`src/rtl/conv_peak_pkg.sv`:
```
// conv_peak_pkg: shared types and constants for the convolve/peak engine.
//   fsm_t        engine sequencing states
//   CTRL_*       bit positions inside the CTRL register
//   *_BASE/REG_* word addresses of the register block and memory windows
//   acc_width()  accumulator width needed for a symmetric kernel of KHALF taps
package conv_peak_pkg;

  typedef enum logic [1:0] {
    S_IDLE = 2'd0,
    S_RUN  = 2'd1,
    S_DONE = 2'd2
  } fsm_t;

  // CTRL bit positions (write view; read view reuses bits 1 and 3).
  localparam int CTRL_START    = 0;
  localparam int CTRL_IRQ_EN   = 1;
  localparam int CTRL_CLR_DONE = 2;
  localparam int CTRL_FIND_MIN = 3;
  // CTRL read-only status positions.
  localparam int CTRL_BUSY     = 0;
  localparam int CTRL_DONE     = 2;

  // Region bases (word addresses).
  localparam logic [31:0] REG_BASE    = 32'h000;
  localparam logic [31:0] SAMPLE_BASE = 32'h100;
  localparam logic [31:0] KERNEL_BASE = 32'h200;
  localparam logic [31:0] RESULT_BASE = 32'h300;

  // Register offsets inside the register block.
  localparam logic [31:0] REG_CTRL   = REG_BASE + 32'd0;
  localparam logic [31:0] REG_VAL    = REG_BASE + 32'd1;
  localparam logic [31:0] REG_POS    = REG_BASE + 32'd2;
  localparam logic [31:0] REG_PARAMS = REG_BASE + 32'd3;

  // 8b x 8b products summed over K = 2*KHALF-1 taps never overflow this width.
  function automatic int acc_width(input int khalf);
    return 16 + $clog2(2 * khalf - 1);
  endfunction

endpackage

```
`src/rtl/conv_peak_mac.sv`:
```
// conv_peak_mac: sequential single-MAC convolution engine with best tracker.
//   clk, reset_n        clock, asynchronous active-low reset
//   start               one-cycle request to begin a run (ignored while busy)
//   find_min            mode for the run being started (1 = track minimum)
//   sample, coef        RAM data addressed by samp_idx / coef_idx this cycle
//   res_we/addr/data    write port for the per-position result RAM
//   busy                high from the start edge through the DONE cycle
//   finish              high during the single DONE cycle
//   result_val/pos      best response and its centre index from the last run
module conv_peak_mac
  import conv_peak_pkg::*;
#(
  parameter int N_SAMPLES = 48,
  parameter int KHALF     = 8,
  localparam int ACC_W    = acc_width(KHALF),
  localparam int IW       = $clog2(N_SAMPLES + 1)
) (
  input  logic             clk,
  input  logic             reset_n,
  input  logic             start,
  input  logic             find_min,
  input  logic [7:0]       sample,
  input  logic [7:0]       coef,
  output logic [IW-1:0]    samp_idx,
  output logic [IW-1:0]    coef_idx,
  output logic             res_we,
  output logic [IW-1:0]    res_addr,
  output logic [ACC_W-1:0] res_data,
  output logic             busy,
  output logic             finish,
  output logic [ACC_W-1:0] result_val,
  output logic [IW-1:0]    result_pos
);

  localparam int K    = 2 * KHALF - 1;
  localparam int NPOS = N_SAMPLES - K + 1;
  localparam logic [IW-1:0] KH_I  = IW'(KHALF);
  localparam logic [IW-1:0] KM1_I = IW'(K - 1);
  localparam logic [IW-1:0] NPM1  = IW'(NPOS - 1);

  fsm_t             state;
  logic [IW-1:0]    j;
  logic [IW-1:0]    p;
  logic [ACC_W-1:0] acc;
  logic [ACC_W-1:0] best;
  logic [IW-1:0]    best_pos;
  logic             min_mode;

  logic [15:0]      prod;
  logic [ACC_W-1:0] sum;
  logic             last_tap;
  logic             better;

  // Symmetric kernel: taps mirror around the centre tap KHALF-1.
  assign samp_idx = p + j;
  assign coef_idx = (j < KH_I) ? j : (KM1_I - j);

  assign prod     = {8'h00, sample} * {8'h00, coef};
  // Tap 0 restarts the sum, so the accumulator never needs clearing.
  assign sum      = ((j == '0) ? '0 : acc) + ACC_W'(prod);
  assign last_tap = (j == KM1_I);
  // Strict compare keeps the earliest position on ties.
  assign better   = min_mode ? (sum < best) : (sum > best);

  assign res_we   = (state == S_RUN) && last_tap;
  assign res_addr = p;
  assign res_data = sum;
  assign finish   = (state == S_DONE);

  // NOTE: sequential state uses non-blocking assignments so every register
  // samples pre-edge values; the async reset sits in the sensitivity list.
  always_ff @(posedge clk or negedge reset_n) begin
    if (!reset_n) begin
      state      <= S_IDLE;
      busy       <= 1'b0;
      j          <= '0;
      p          <= '0;
      acc        <= '0;
      best       <= '0;
      best_pos   <= '0;
      min_mode   <= 1'b0;
      result_val <= '0;
      result_pos <= '0;
    end else begin
      unique case (state)
        S_IDLE: begin
          if (start) begin
            state    <= S_RUN;
            busy     <= 1'b1;
            j        <= '0;
            p        <= '0;
            min_mode <= find_min;
          end
        end
        S_RUN: begin
          if (last_tap) begin
            j <= '0;
            if ((p == '0) || better) begin
              best     <= sum;
              best_pos <= p + KH_I - IW'(1);
            end
            if (p == NPM1) state <= S_DONE;
            else           p     <= p + IW'(1);
          end else begin
            j   <= j + IW'(1);
            acc <= sum;
          end
        end
        S_DONE: begin
          result_val <= best;
          result_pos <= best_pos;
          busy       <= 1'b0;
          state      <= S_IDLE;
        end
        default: state <= S_IDLE;
      endcase
    end
  end

endmodule

```
`src/rtl/conv_peak_engine.sv`:
```
// conv_peak_engine: Avalon-MM slave wrapping the convolve/peak MAC engine.
//   clk, reset_n         clock, asynchronous active-low reset
//   address/read/write   word-addressed slave access, zero wait states
//   byteenable/writedata write lanes and data (CTRL uses lane 0)
//   readdata/valid       registered read data, valid one cycle after read
//   waitrequest          always 0
//   irq                  done & irq_en
// Holds the CTRL register, sample/kernel/result memories and bus decode.
module conv_peak_engine
  import conv_peak_pkg::*;
#(
  parameter int N_SAMPLES = 48,
  parameter int KHALF     = 8,
  parameter int ADDR_W    = 11
) (
  input  logic              clk,
  input  logic              reset_n,
  input  logic [ADDR_W-1:0] address,
  input  logic              read,
  input  logic              write,
  input  logic [3:0]        byteenable,
  input  logic [31:0]       writedata,
  output logic [31:0]       readdata,
  output logic              readdatavalid,
  output logic              waitrequest,
  output logic              irq
);

  localparam int K      = 2 * KHALF - 1;
  localparam int NPOS   = N_SAMPLES - K + 1;
  localparam int ACC_W  = acc_width(KHALF);
  localparam int IW     = $clog2(N_SAMPLES + 1);
  localparam int SWORDS = N_SAMPLES / 4;
  localparam int KWORDS = (KHALF + 3) / 4;
  localparam int KBYTES = 4 * KWORDS;
  localparam int RDEPTH = (NPOS < 2) ? 2 : NPOS;
  localparam int SIDX_W = $clog2(N_SAMPLES);
  localparam int KIDX_W = $clog2(KBYTES);
  localparam int RIDX_W = $clog2(RDEPTH);

  logic [7:0]       s_mem [N_SAMPLES];
  logic [7:0]       g_mem [KBYTES];
  logic [ACC_W-1:0] r_mem [RDEPTH];

  logic [31:0] a32, woff_s, woff_k, woff_r, rd_mux;
  logic        hit_samp, hit_kern, hit_res, ctrl_wr, start;
  logic        irq_en, find_min, done;

  logic [IW-1:0]    samp_idx, coef_idx, res_addr, result_pos;
  logic [ACC_W-1:0] res_data, result_val;
  logic             res_we, busy, finish;

  assign waitrequest = 1'b0;
  assign irq         = done & irq_en;

  assign a32      = 32'(address);
  assign woff_s   = a32 - SAMPLE_BASE;
  assign woff_k   = a32 - KERNEL_BASE;
  assign woff_r   = a32 - RESULT_BASE;
  assign hit_samp = (a32 >= SAMPLE_BASE) && (a32 < SAMPLE_BASE + 32'(SWORDS));
  assign hit_kern = (a32 >= KERNEL_BASE) && (a32 < KERNEL_BASE + 32'(KWORDS));
  assign hit_res  = (a32 >= RESULT_BASE) && (a32 < RESULT_BASE + 32'(NPOS));

  assign ctrl_wr  = write && (a32 == REG_CTRL) && byteenable[0];
  assign start    = ctrl_wr && writedata[CTRL_START] && !busy;

  conv_peak_mac #(.N_SAMPLES(N_SAMPLES), .KHALF(KHALF)) u_mac (
    .clk        (clk),
    .reset_n    (reset_n),
    .start      (start),
    .find_min   (writedata[CTRL_FIND_MIN]),
    .sample     (s_mem[SIDX_W'(samp_idx)]),
    .coef       (g_mem[KIDX_W'(coef_idx)]),
    .samp_idx   (samp_idx),
    .coef_idx   (coef_idx),
    .res_we     (res_we),
    .res_addr   (res_addr),
    .res_data   (res_data),
    .busy       (busy),
    .finish     (finish),
    .result_val (result_val),
    .result_pos (result_pos)
  );

  // CTRL: irq_en/find_min follow every CTRL write; a new start clears done
  // even if clear_done is written alongside it.
  always_ff @(posedge clk or negedge reset_n) begin
    if (!reset_n) begin
      irq_en   <= 1'b0;
      find_min <= 1'b0;
      done     <= 1'b0;
    end else begin
      if (ctrl_wr) begin
        irq_en   <= writedata[CTRL_IRQ_EN];
        find_min <= writedata[CTRL_FIND_MIN];
      end
      if (finish)                                   done <= 1'b1;
      else if (start)                               done <= 1'b0;
      else if (ctrl_wr && writedata[CTRL_CLR_DONE]) done <= 1'b0;
    end
  end

  // NOTE: the memories have no reset branch on purpose; clearing them would
  // cost a reset fan-out per bit and software always reloads them anyway.
  always_ff @(posedge clk) begin
    if (write && !busy && hit_samp) begin
      for (int k = 0; k < 4; k++)
        if (byteenable[k]) s_mem[SIDX_W'(woff_s * 4 + k)] <= writedata[8*k +: 8];
    end
    if (write && !busy && hit_kern) begin
      for (int k = 0; k < 4; k++)
        if (byteenable[k]) g_mem[KIDX_W'(woff_k * 4 + k)] <= writedata[8*k +: 8];
    end
    if (res_we) r_mem[RIDX_W'(res_addr)] <= res_data;
  end

  // NOTE: rd_mux gets a default before any branch so no path leaves it
  // unassigned, which would otherwise infer a latch.
  always_comb begin
    rd_mux = '0;
    if (a32 == REG_CTRL) begin
      rd_mux[CTRL_BUSY]     = busy;
      rd_mux[CTRL_IRQ_EN]   = irq_en;
      rd_mux[CTRL_DONE]     = done;
      rd_mux[CTRL_FIND_MIN] = find_min;
    end else if (a32 == REG_VAL) begin
      rd_mux = 32'(result_val);
    end else if (a32 == REG_POS) begin
      rd_mux = 32'(result_pos);
    end else if (a32 == REG_PARAMS) begin
      rd_mux = {8'h00, 8'(KHALF), 16'(N_SAMPLES)};
    end else if (hit_samp) begin
      for (int k = 0; k < 4; k++) rd_mux[8*k +: 8] = s_mem[SIDX_W'(woff_s * 4 + k)];
    end else if (hit_kern) begin
      for (int k = 0; k < 4; k++) rd_mux[8*k +: 8] = g_mem[KIDX_W'(woff_k * 4 + k)];
    end else if (hit_res) begin
      rd_mux = 32'(r_mem[RIDX_W'(woff_r)]);
    end
  end

  always_ff @(posedge clk or negedge reset_n) begin
    if (!reset_n) begin
      readdata      <= '0;
      readdatavalid <= 1'b0;
    end else begin
      readdatavalid <= read;
      if (read) readdata <= rd_mux;
    end
  end

endmodule

```
`config.mk`:
```
export PLATFORM = sky130hd
export DESIGN_NAME = conv_peak_engine
export DESIGN_NICKNAME = d
export VERILOG_FILES = /design/src/rtl/conv_peak_pkg.sv /design/src/rtl/conv_peak_mac.sv /design/src/rtl/conv_peak_engine.sv
export SDC_FILE = /design/constraint.sdc
export NUM_CORES = 2
export LEC_CHECK = 0
export CAP_MARGIN = 10
export CORE_AREA = 2 2 324 326
export CTS_CLUSTER_DIAMETER = 60
export DETAILED_ROUTE_END_ITERATION = 6
export DIE_AREA = 0 0 326 328
export PLACE_DENSITY_LB_ADDON = 0.3
export SYNTH_ARGS = -nofsm -noshare
export SYNTH_HDL_FRONTEND = slang
export SYNTH_HIERARCHICAL = 1
export SYNTH_SLANG_ARGS = --single-unit
```
`constraint.sdc`:
```
create_clock -name clk -period 24.1 [get_ports clk]
set_input_delay 2.41 -clock clk [delete_from_list [all_inputs] [get_ports clk]]
set_output_delay 2.41 -clock clk [all_outputs]
set_load 0.02 [all_outputs]
```
== Yosys cells after proc, flatten, opt, wreduce, memory -nomap -nowiden ==
Memory sizes are Yosys's and may differ from the RTL's.
Cells that the tools add are included.
Word-level totals
  flip-flop bits (word level): 124
  memory bits (writable): 1128
  output and inout port bits: 35
  memories: 3
Memories
  r_mem: words 34, bits a word 20, rd ports 1, clocked after Yosys merged registers in 0, wr ports 1, RTL line conv_peak_engine.sv:43  | logic [ACC_W-1:0] r_mem [RDEPTH];
  s_mem: words 48, bits a word 8, rd ports 5, clocked after Yosys merged registers in 0, wr ports 4, RTL line conv_peak_engine.sv:41  | logic [7:0] s_mem [N_SAMPLES];
  g_mem: words 8, bits a word 8, rd ports 5, clocked after Yosys merged registers in 0, wr ports 4, RTL line conv_peak_engine.sv:42  | logic [7:0] g_mem [KBYTES];
Operators by class
  bitwise logic cells: 2
  eq/ne operators: 11
  $lt $le $gt $ge: 9
  mux-type cells: 48
  add/subtract/negate cells: 16
  multiply operators: 1
  reduce and logical (&&, ||, !) cells: 28
Operators by type and width (number)
  $mux W32: 5
  $mux W20: 2
  $logic_not A32 Y1: 1
  $mux W28: 1
  $mux W1: 27
  $mux W6: 4
  $pmux W6 S2: 2
  $eq A11 B2 Y1 const B: 2
  $ge A11 B10 Y1 const B: 2
  $lt A11 B10 Y1 const B: 2
  $add A20 B16 Y20: 1
  $gt A20 B20 Y1: 1
  $lt A20 B20 Y1: 1
  $mul A8 B8 Y16: 1
  $add A6 B1 Y6 const B: 2
  $add A6 B3 Y6 const B: 2
  $logic_and A1 B1 Y1: 12
  $logic_not A6 Y1: 2
  $sub A6 B1 Y6 const B: 2
  $eq A11 B1 Y1 const B: 1
  $ge A11 B9 Y1 const B: 1
  $lt A11 B9 Y1 const B: 1
  $reduce_and A2 Y1: 4
  $add A3 B3 Y3 const B: 2
  28 further kinds: 34

== Depth between registers and ports, before layout ==
  word-level depth: 9
  mapped depth: 36
  mapped depth without buffers: 33

== By module ==
Netlist, hierarchy kept.
Modules (own cells, without submodules)
  conv_peak_engine: times used 1, seq. area each 34773.4 um^2, cells an instance 2819, area each 49371.1 um^2
  conv_peak_mac: times used 1, seq. area each 2202.1 um^2, cells an instance 731, area each 7185.6 um^2

== Worst setup path after synthesis ==
No wires, ideal clock.
  kind: flip-flop to flip-flop
  start point: reg u_mac.p[0], in the netlist u_mac/res_addr[0]
  end point: reg u_mac.best[10]
  data required time: 23974 ps
  slack: 14365 ps
  cell stages (with the launch flop): 33
  arrival time: 9610 ps
  setup time: 126 ps
  clock period less this slack: 9735 ps
  path through: dfrtp_1 -> ha_1 -> inv_1 -> fa_1 -> inv_1 -> clkbuf_1 -> buf_2 -> buf_1 -> mux4_2 -> mux4_2 -> mux2i_1 -> o21ai_1 -> and2_1 -> fa_1 -> fa_1 -> fa_1 -> inv_1 -> fa_1 -> inv_1 -> ha_1 -> o21a_1 -> o21a_1 -> o211ai_1 -> o211ai_1 -> xnor2_1 -> ha_1 -> a21oi_1 -> nand2_1 -> a21o_2 -> a2111oi_2 -> mux2i_2 -> buf_6 -> mux2_4
On the way
  cells in the longest elaborated chain, start to end: 8
Ends and longest elaborated chain
  start, declared: RTL line conv_peak_mac.sv:43  | logic [IW-1:0] p;
  start signal, assigned: RTL line conv_peak_mac.sv:103  | else p <= p + IW'(1);
  $add A6 B6 Y6 *: RTL line conv_peak_mac.sv:55  | assign samp_idx = p + j;
  via samp_idx[1]: RTL line conv_peak_engine.sv:49  | logic [IW-1:0] samp_idx, coef_idx, res_addr, result_pos;
  $mem_v2 Z48 W8 *
  $mul A8 B8 Y16 *: RTL line conv_peak_mac.sv:58  | assign prod = {8'h00, sample} * {8'h00, coef};
  $add A20 B16 Y20 *: RTL line conv_peak_mac.sv:60  | assign sum = ((j == '0) ? '0 : acc) + ACC_W'(prod);
  via res_data[18]: RTL line conv_peak_engine.sv:50  | logic [ACC_W-1:0] res_data, result_val;
  $gt A20 B20 Y1 / $lt A20 B20 Y1 (equally long branches): RTL line conv_peak_mac.sv:63  | assign better = min_mode ? (sum < best) : (sum > best);
  $mux W1 *: RTL line conv_peak_mac.sv:63
  $logic_or A1 B1 Y1 *: RTL line conv_peak_mac.sv:98  | if ((p == '0) || better) begin
  $reduce_and A3 Y1 (no line) *
  end signal, assigned: RTL line conv_peak_mac.sv:99  | best <= sum;
  end, declared: RTL line conv_peak_mac.sv:45  | logic [ACC_W-1:0] best;
The timed path passes the listed nets; every way through them passes the cells marked *.
A chain may end at the register's enable or synchronous reset.

== Worst setup path in the final report ==
  start point: reg u_mac.p[0], in the netlist u_mac/res_addr[0]
  end point: reg u_mac.best_pos[2]
On the way
  cells in the longest elaborated chain, start to end: 8
Ends and longest elaborated chain
  $add A6 B6 Y6 *: RTL line conv_peak_mac.sv:55
  via samp_idx[1]: RTL line conv_peak_engine.sv:49
  $mem_v2 Z48 W8 *
  $mul A8 B8 Y16 *: RTL line conv_peak_mac.sv:58
  $add A20 B16 Y20 *: RTL line conv_peak_mac.sv:60
  via res_data[13]: RTL line conv_peak_engine.sv:50
  $gt A20 B20 Y1 / $lt A20 B20 Y1 (equally long branches): RTL line conv_peak_mac.sv:63
  $mux W1 *: RTL line conv_peak_mac.sv:63
  $logic_or A1 B1 Y1 *: RTL line conv_peak_mac.sv:98
  $reduce_and A3 Y1 (no line) *
  end signal, assigned: RTL line conv_peak_mac.sv:100  | best_pos <= p + KH_I - IW'(1);
  end, declared: RTL line conv_peak_mac.sv:46  | logic [IW-1:0] best_pos;
Marks and branches as above.

==> summary.md <==
| Metric | Value |
|---|---|
| Final setup violation count | 0 |
| RSZ-0062 raised after global routing | no |
| Root buf cell | clkbuf_16 |
| Max Cap Viol | 0 |
| Ys Warns | 6 |
| FMAX | 78.6 MHz |
| Crit Path Class | register to register |
| DRT Wirelength | around 200000 um |
| CP max FO | 60 |
| Mapped Area | 56500 um^2 |
| CP max stage delay | ~0.95 ns |
| Net count, final | 3846 |
| Routed Antenna Nets | 0 |
| CTS Sinks | 1252 |
| Crit path DAT | 13.37 ns |
| Setup bufs post-CTS | 0 |
| PostCTS Resize Cnt | 0 |
| Clk_skew | 0.0519 ns |
| Pre-CTS setup slack | 11.73 ns |
| Via count | 37397 |
| Die Ht | 328 um |
| Num CTS Buffers | 134 |
| First-pass DRT Iterations | 7 |
| Worst Max-Slew Pin Slew | 1.35 ns |
| Layout cells sized above 1 | 20.6% |
| Row count | approximately 120 |
| Vias per cell | 7.24 |
| Area grow syn2layout | 12.1% |
| Die ar. | about 110000 um^2 |
| Fin. Hold Viols | 0 |
| Slew HR | 9.65% |
| WL/cell | around 40 um |
| Total I/O pin count | 86 |
| Worst-path clk slew | 0.06 ns |
| Crit-path leading delay family | adder cells |
| Most frequent cells in the layout | edfxtp_1 (1128), mux4_2 (217), o22ai_1 (174), nand2_1 (154), mux2i_1 (151) |
| Gate Count Post-Synth | about 3500 |
| Vias in the first global route | around 36000 |
| Failing checks | design-rule violations |
| Max Slew Vio Count | 0 |
| Setup ws final | about 11 ns |
| GP Congestion | 1.02 |
| Hold_buf cts | 0 |
| Net Count, Synth | ~3700 |
| Setup crit start kind | register |
| Critical path data required time | between 20 and 25 ns |
| Syn avg cell area | 15.9 um^2 |
| CP Capture Type | register |
| H-tree Lvls | 4 |
| Max clock buf depth | 3 |
| Crit share post-route | between 50% and 60% |
| Initial DRC count | 7169 |
| Skew-Pair Late Insertion Delay | between 0.7 and 0.8 ns |
| Global-route wire length before repair | 279000 um |
| Crit path buf inv count | 8 |
| Hold WS | 0.472 ns |
| Residual DRC count | 1 |
| Setup_tns | 0 ns |
| Core area | 103000 um^2 |
| Initial antenna violation count | 17 |
| Most common cell after layout, fill and taps aside | edfxtp_1 |
| Grt ovf | 0 |
| GRT Util Overall | a little under two fifths |
| CP max stage cell | o21ai_1 |
| Status | finished, violations left |
| PortBufs | 84 |
| CTS tree | built |
| Fill cells | 7445 |
| Fin crit period | 12.72 ns |
| Post-DP HPWL | 131000 um |
| Initial core utilization | between 50% and 60% |
| Min-delay worst type | register to register |
| Die Wd | 326 um |
| Largest net degree at the start of global routing | 98 |
[cell type report]
type | count | area [um^2] | area share, %
clock buffer | 163 | 3510 | 5.54
timing repair buffer | 202 | 1740 | 2.75
tap | 1380 | 1730 | 2.72
antenna | 12 | 30.0 | 0.0474
clock inverter | 74 | 777 | 1.23
inverter | 129 | 485 | 0.766
multi-input combinational | 1952 | 18100 | 28.6
sequential | 1252 | 37000 | 58.3
[registers in the layout (all words and copies together) (netlist names), 2 cells and up]
name,cells
u_mac/state,2
u_mac/best_pos,6
readdata,32
u_mac/res_addr,6
u_mac/acc,20
r_mem,680
u_mac/result_val,20
u_mac/result_pos,6
u_mac/best,20
s_mem,384
u_mac/j,6
g_mem,64
[final timing paths]
path / startpoint / endpoint / slack (ns) / depth (start not counted)
worst max-delay path: u_mac/res_addr[0] / u_mac/best_pos[2] / 11.38 / 32
worst max register to register: u_mac/res_addr[0] / u_mac/best_pos[2] / 11.38 / 32
max in group asynchronous: reset_n / u_mac/result_val[2] / 21.06 / 2
min in group asynchronous: reset_n / readdata[24] / 1.63 / 1
worst min-delay path: u_mac/acc[17] / u_mac/acc[17] / 0.47 / 2
worst min register to register: u_mac/acc[17] / u_mac/acc[17] / 0.47 / 2
[routing by layer]
layer,wire [um],global-route usage (%),up-vias
li1,-,-,14321
met1,69200,49.5,18574
met2,84400,53.1,3617
met3,32500,14.9,869
met4,16600,24.4,16
met5,106,0,-
[metrics by stage]
stage / util (%) / std cells / cell area, um^2
2_1_floorplan: - / 3546 / 56500
3_3_place_gp: 57.2 / 4914 / 59100
3_5_place_dp: 57.2 / 4915 / 59100
4_1_cts: 61.4 / 5152 / 63400
5_1_grt: 61.4 / 5154 / 63400
6_report: 61.4 / 5164 / 63400
[worst reg2reg max path, delay by kind of cell (launching register included)]
kind / cells / cell delay, ns
flip-flops: 1 / 0.67
buffers and inverters: 8 / 2.79
AO/OA/AOI/OAI: 6 / 2.97
multiplexers: 5 / 1.74
adder cells (fa/ha/maj): 8 / 3.53
AND/OR/NAND/NOR: 5 / 0.92
Power is left out: the tool's default activity adds up to more than one toggle a clock period on the data nets, which glitch-free logic cannot reach.
